`src/rtl/hazard_pkg.sv`:
```
// Shared types and constants for the hazard/memory controller slice.
// Keeps the FSM encoding and the hard-wired zero register in one place.
package hazard_pkg;

    typedef enum logic [1:0] {
        IDLE = 2'd0,
        WAIT = 2'd1,
        ERR  = 2'd2
    } ctrl_state_t;

    localparam logic [4:0] REG_ZERO = 5'd0;

endpackage

```
`src/rtl/forward_unit.sv`:
```
// MW->E bypass comparator for one source operand.
// Writes to x0 are never forwarded because x0 always reads as zero.
module forward_unit
    import hazard_pkg::*;
(
    input  logic       regWriteMW,
    input  logic [4:0] writeAddressMW,
    input  logic [4:0] rsE,
    output logic       forwardE
);

    assign forwardE = regWriteMW && (writeAddressMW != REG_ZERO) && (writeAddressMW == rsE);

endmodule

```
`src/rtl/hazard_mem_controller.sv`:
```
// Stall/flush/forwarding controller for the 3-stage core: sequences the MW
// data-memory handshake, bounds it with a timeout and counts stall cycles.
module hazard_mem_controller
    import hazard_pkg::*;
#(
    parameter int MAX_WAIT = 16,
    parameter int CNT_W    = 32
) (
    input  logic             clock,
    input  logic             reset,
    input  logic             memReadMW,
    input  logic             memWriteMW,
    input  logic             dmemAck,
    input  logic             regWriteMW,
    input  logic [4:0]       writeAddressMW,
    input  logic [4:0]       rs1E,
    input  logic [4:0]       rs2E,
    input  logic             branchTakenE,
    input  logic             perfClear,
    output logic             dmemReq,
    output logic             stallF,
    output logic             stallMW,
    output logic             flushFE,
    output logic             forwardAE,
    output logic             forwardBE,
    output logic             busError,
    output logic             irqAllowed,
    output logic [CNT_W-1:0] stallCount
);

    localparam int                WCNT_W    = $clog2(MAX_WAIT + 1);
    localparam logic [WCNT_W-1:0] WAIT_LAST = WCNT_W'(MAX_WAIT - 1);

    ctrl_state_t       state_q, state_d;
    logic [WCNT_W-1:0] waitCnt_q, waitCnt_d;
    logic [CNT_W-1:0]  stallCount_q, stallCount_d;

    logic access;
    logic reqRaw, stallRaw, errRaw;
    logic fwdA, fwdB;

    assign access = memReadMW | memWriteMW;

    always_ff @(posedge clock) begin
        if (reset) begin
            state_q      <= IDLE;
            waitCnt_q    <= '0;
            stallCount_q <= '0;
        end else begin
            state_q      <= state_d;
            waitCnt_q    <= waitCnt_d;
            stallCount_q <= stallCount_d;
        end
    end

    // An ack in the final WAIT cycle is checked first, so it beats the timeout.
    always_comb begin
        state_d   = state_q;
        waitCnt_d = waitCnt_q;
        reqRaw    = 1'b0;
        stallRaw  = 1'b0;
        errRaw    = 1'b0;
        unique case (state_q)
            IDLE: begin
                reqRaw = access;
                if (access && !dmemAck) begin
                    stallRaw  = 1'b1;
                    state_d   = WAIT;
                    waitCnt_d = '0;
                end
            end
            WAIT: begin
                reqRaw   = 1'b1;
                stallRaw = 1'b1;
                if (dmemAck) begin
                    state_d = IDLE;
                end else if (waitCnt_q == WAIT_LAST) begin
                    state_d = ERR;
                end else begin
                    waitCnt_d = waitCnt_q + WCNT_W'(1);
                end
            end
            ERR: begin
                errRaw  = 1'b1;
                state_d = IDLE;
            end
            default: begin
                state_d = IDLE;
            end
        endcase
    end

    always_comb begin
        stallCount_d = stallCount_q;
        if (perfClear) begin
            stallCount_d = '0;
        end else if (stallF && !(&stallCount_q)) begin
            stallCount_d = stallCount_q + CNT_W'(1);
        end
    end

    forward_unit uFwdA (
        .regWriteMW     (regWriteMW),
        .writeAddressMW (writeAddressMW),
        .rsE            (rs1E),
        .forwardE       (fwdA)
    );

    forward_unit uFwdB (
        .regWriteMW     (regWriteMW),
        .writeAddressMW (writeAddressMW),
        .rsE            (rs2E),
        .forwardE       (fwdB)
    );

    // Reset masks every output so an in-flight access is dropped without an error.
    assign dmemReq    = !reset && reqRaw;
    assign stallF     = !reset && stallRaw;
    assign stallMW    = !reset && stallRaw;
    assign busError   = !reset && errRaw;
    assign flushFE    = reset || (branchTakenE && !stallF) || errRaw;
    assign irqAllowed = !reset && (state_q == IDLE) && !(access && !dmemAck);
    assign forwardAE  = !reset && fwdA;
    assign forwardBE  = !reset && fwdB;
    assign stallCount = stallCount_q;

endmodule

```
`config.mk`:
```
export PLATFORM = sky130hd
export DESIGN_NAME = hazard_mem_controller
export DESIGN_NICKNAME = d
export VERILOG_FILES = /design/src/rtl/hazard_pkg.sv /design/src/rtl/forward_unit.sv /design/src/rtl/hazard_mem_controller.sv
export SDC_FILE = /design/constraint.sdc
export NUM_CORES = 1
export LEC_CHECK = 0
export ABC_AREA = 1
export BUFFER_PORTS_ARGS = -buffer_cell sky130_fd_sc_hd__buf_2
export CELL_PAD_IN_SITES_DETAIL_PLACEMENT = 1
export CELL_PAD_IN_SITES_GLOBAL_PLACEMENT = 1
export CORE_MARGIN = 8
export CORE_UTILIZATION = 33
export CTS_CLUSTER_SIZE = 10
export DETAILED_ROUTE_END_ITERATION = 7
export PLACE_DENSITY_LB_ADDON = 0.1
export SYNTH_ARGS = -nofsm -noshare
export SYNTH_HDL_FRONTEND = slang
export SYNTH_HIERARCHICAL = 1
export SYNTH_SLANG_ARGS = --single-unit
```
`constraint.sdc`:
```
create_clock -name clock -period 1.8 [get_ports clock]
set_clock_uncertainty 0.05 [all_clocks]
set_input_delay 0.36 -clock clock [delete_from_list [all_inputs] [get_ports clock]]
set_output_delay 0.36 -clock clock [all_outputs]
set_load 0.05 [all_outputs]
```
* Word level (Yosys, flattened, before mapping)
Cells that the tools add are included.
** Word-level totals
- Bits in registers :: 39
- Latch bits :: 0
- Memory bits (writable) :: 0
- Memory bits (read-only) :: 0
- Input port bits :: 23
- Output and inout port bits :: 40
- Logic and storage cells :: 54
- Memories kept :: 0
** Operators by class
- Add/subtract/negate cells :: 2
- Multiply operators :: 0
- Divide/modulo/power cells :: 0
- $lt $le $gt $ge :: 0
- Equal/unequal tests :: 9
- Shift operators :: 0
- Muxes and demuxes :: 12
- Bitwise gates (word level) :: 1
- Reduce and logical (&&, ||, !) cells :: 27
** Operators with widths (count)
- $add A32 B1 Y32 const B :: 1
- $reduce_and A32 Y1 :: 1
- $mux W5 :: 3
- $logic_and A1 B1 Y1 :: 13
- $eq A5 B5 Y1 :: 2
- $pmux W5 S2 :: 1
- $mux W2 :: 3
- $add A5 B1 Y5 const B :: 1
- $eq A5 B4 Y1 const B :: 1
- $logic_not A1 Y1 :: 5
- $reduce_bool A5 Y1 :: 1
- $ne A2 B2 Y1 const B :: 2
- $pmux W1 S2 :: 2
- $pmux W2 S2 :: 1
- $reduce_and A4 Y1 :: 1
- $ne A3 B3 Y1 const B :: 1
- $eq A2 B1 Y1 const B :: 1
- $eq A2 B2 Y1 const B :: 1
- $logic_not A2 Y1 :: 1
- $logic_or A1 B1 Y1 :: 2
- $mux W1 :: 2
- $ne A2 B1 Y1 const B :: 1
- $reduce_and A2 Y1 :: 1
- $reduce_bool A2 Y1 :: 1
- 2 further kinds :: 2

* Logic depth before layout (Yosys ltp)
- Word-level depth :: 9
- Mapped depth :: 11
- Gate-level depth less buffers :: 10

* Modules after synthesis
Netlist, hierarchy kept.
** By module, submodules not included
- hazard_mem_controller :: instances 1, cells each 405, area each 2452.4 µm², seq. area each 780.7 µm²
- forward_unit :: instances 2, cells each 29, area each 116.4 µm², seq. area each 0.0 µm²

* Least setup slack after synthesis
Ideal clock, no wire load.
- Path kind :: reg2reg
- Start point :: reg stallCount_q[1], in the netlist stallCount[1]
- End point :: reg stallCount_q[27], in the netlist stallCount[27]
- Library setup time :: 0.131 ns
- Arrival :: 1.849 ns
- Data required time :: 1.619 ns
- Path slack :: -0.231 ns
- Stages on the path, launching flop included :: 12
- Buffers on the path :: 1
- Period minus slack after synthesis :: 2.031 ns
- Cell sequence :: dfxtp_1 > ha_1 > nand2_1 > nor2_2 > nand2_2 > nor2_4 > nand2_4 > buf_6 > nand3_1 > nand2_1 > nand2_1 > nor2_1
** On the way
- Word-level cells in the longest chain between the ends :: 3
- Elaborated cells on any way between the ends :: 4
- Those cells by class :: add/sub: 1; reduce/logical: 3
** RTL lines
- start, declared :: line hazard_mem_controller.sv:36 : logic [CNT_W-1:0] stallCount_q, stallCount_d;
- start signal, assigned :: line hazard_mem_controller.sv:52 : stallCount_q <= stallCount_d;
- branches (longest 3 deep; another with $add A32 B1 Y32)
Several ways; the timed one is not identified.
A chain may end at the register's enable or synchronous reset.

* Worst setup path in the final report
- Start point :: reg state_q[1]
- End point :: out dmemReq
** On the way
- Word-level cells in the longest chain between the ends :: 3
- Elaborated cells on any way between the ends :: 4
- Those cells by class :: eq/ne: 1; mux: 1; reduce/logical: 2
** RTL lines
- start, declared :: line hazard_mem_controller.sv:34 : ctrl_state_t state_q, state_d;
- start signal, assigned :: line hazard_mem_controller.sv:50 : state_q <= state_d;
- $eq A2 B1 Y1 or $logic_not A2 Y1 (tied branches) :: line hazard_mem_controller.sv:63 : unique case (state_q)
- $pmux W1 S2 (*) :: line hazard_mem_controller.sv:63
- $logic_and A1 B1 Y1 (*) :: line hazard_mem_controller.sv:117 : assign dmemReq = !reset && reqRaw;
- end, declared :: line hazard_mem_controller.sv:20 : output logic dmemReq,
Mark *: on every way between the ends. The rest lies on a longest branch, timed or not.

==> results_dict.tcl <==
set metrics [dict create \
    dp_hpwl_mm 7.42 \
    multi_input_area_mm2 0.00165 \
    total_power_mw 1.86 \
    synth_edf_count 0 \
    fin_tns_setup_ns 0 \
    clock_tree.root_cell "clkbuf_8" \
    numCtsBuffers 5 \
    clkTransAtPathRegs_ns 0.08 \
    fin_area_mm2 0.00344 \
    wl_per_cell_um 14.3 \
    synth_nets 489 \
    slowest_stage "dfxtp_1" \
    min_period_ns 1.69 \
    netlist_instances 463 \
    yosysSeqAreaShare 0.291 \
    ys_ff_latch 39 \
    die_w_um 106 \
    final_util 0.427 \
    dieArea_mm2 0.0113 \
    whs_path_depth 4 \
    avgSynthCellArea_um2 5.80 \
    ys_top_cells_by_count "130 x nand2_1, 104 x nor2_1, 56 x inv_1" \
    clk_latency_ns 0.30 \
    final_nets 569 \
    ys_types 27 \
    ant_nets 0 \
    setup_ws_ns 0.113 \
    core_area_mm2 0.00805 \
    yosys.area.top_type "dfxtp_1" \
    slew-limit-headroom 0.623 \
    cts_tree "built" \
    drc 0 \
    cpPeakStageDelay_ns 0.34 \
    r2r_slack_ns 0.13 \
    placed_area_mm2 0.00324 \
    hold_ws_ns 0.306 \
    start_util 0.333 \
    maxSlewViolCount 0 \
    diodes 0 \
    grt.total_usage 0.168 \
    synth_top_area_frac 0.291 \
    synthFlopType "dfxtp_1" \
    synth_warnings 6 \
    grt_pass1_wl_mm 15.8 \
    grt_pass1_vias 3264 \
    hp-class "in -> reg" \
    powerDensity_mw_per_mm2 541 \
    yosysMostFrequentCell "nand2_1" \
    clockBufferDepth 2 \
    ir_drop_uv 219 \
    filler_cell_count 1124 \
    hold_violations 0 \
    syn-cell-area_mm2 0.00269 \
    vias_per_cell 4.76 \
    layoutNonFillerInstCount 649 \
    criticalPathCategory "reg -> out" \
    p_leak_nw 1.47 \
    clkSinkCount 39 \
    grt_remaining_overflow 0 \
    period_share 0.937 \
    path_max_fanout 3 \
    antenna_found_initial 0 \
    setup_viol 0 \
    ys_top_cells_by_area "dfxtp_1 29%, nand2_1 18%, nor2_1 15%" \
    rr_worst_depth 11 \
    critical_path.cell_chain "nor2_2 > inv_1 > a21oi_1 > buf_2" \
    drive_gt1_frac 0.281 \
    gp_congestion 0.835 \
    drv_cap 0 \
    worstSetupEndpointType "output pin" \
    dieHeight_um 106 \
    vias 3092 \
    pin_count 63 \
    timing.fmax_mhz 593 \
    initialDrtViolationCount 94 \
    area_growth_pct 28.0 \
    port_buffers 62 \
    cp.arrival_ns 1.28 \
    start_kind "flop" \
    status "finished clean" \
    seqCellArea_um2 817 \
    rows 33 \
    cts_hold_buf 0 \
    drt_first_pass_iters 4 \
    wirelength_mm 9.29 \
    place_ws_ns 0.0544 \
    grt_max_degree 25 \
    worstPathRequired_ns 1.39 \
    placedCellCount 639 \
    htree_levels 2 \
    tightest_slew_ns 0.564 \
    synthArstFlopShare 0 \
]
[final timing paths]
path,to,from
worst max-delay path,dmemReq,state_q[1]$_SDFFE_PP0P_
worst min-delay path,state_q[1]$_SDFFE_PP0P_,dmemAck
worst max register to register,stallCount[13]$_SDFFE_PP0P_,stallCount[1]$_SDFFE_PP0P_
worst min register to register,waitCnt_q[4]$_SDFFE_PP0P_,waitCnt_q[4]$_SDFFE_PP0P_
[report_power, final]
group | switching, mW | internal, mW
combinational | 0.156 | 0.0763
sequential | 0.00732 | 0.866
clock | 0.347 | 0.407
total | 0.510 | 1.35
[sequential cells by signal, indices dropped and copies added, names as in the netlist]
register / count
stallCount: 32
state_q: 2
waitCnt_q: 5
[kinds of logic (layout without fill, tap and decap cells)]
family	Yosys count	in the layout	share of synthesized area
buf+inv	71	152	0.114
flops	39	39	0.291
xor+xnor	7	7	0.0228
simple gates	312	312	0.496
fa+ha+maj	3	3	0.0140
compound gates	31	31	0.0629
[final cells by class]
cell class                 instances  area share
clock buffer                       5      0.0200
clock inverter                     3      0.0113
inverter                          61      0.0673
multi-input combinational        353       0.480
sequential                        39       0.238
tap                              105      0.0382
timing repair buffer              83       0.146
[layout by cell type, fill, tap and decap left out, types with 3 or more instances in the layout]
cell type,instances
a21oi_1,21
a21oi_2,3
buf_2,57
buf_4,21
clkbuf_8,5
dfxtp_1,14
dfxtp_2,23
inv_1,54
inv_2,6
nand2_1,129
nand2_2,5
nand3_1,39
nand4_1,15
nor2_1,97
nor2_2,13
nor2_4,3
nor3_1,4
o21ai_1,5
xnor2_1,4
xor2_1,3
[worst max-delay path, delay by kind of cell (launching register included)]
family | cells | cell delay [ns]
buf+inv | 2 | 0.36
flops | 1 | 0.34
compound gates | 1 | 0.11
simple gates | 1 | 0.17
[layer usage]
metal | wire length [um] | track usage | vias up
met5 | 0 | 0 | -
met4 | 97 | 0.0372 | 0
met3 | 358 | 0.0290 | 9
met2 | 4490 | 0.296 | 53
met1 | 4340 | 0.209 | 1431
li1 | - | - | 1599
[repair_timing]
action	CTS	global route
gates cloned	0	0
resized for setup	2	28
pin swaps	0	3
setup buffers	0	2
setup endpoints to repair	2	38
No activity file was read; power rests on OpenSTA's default activity.
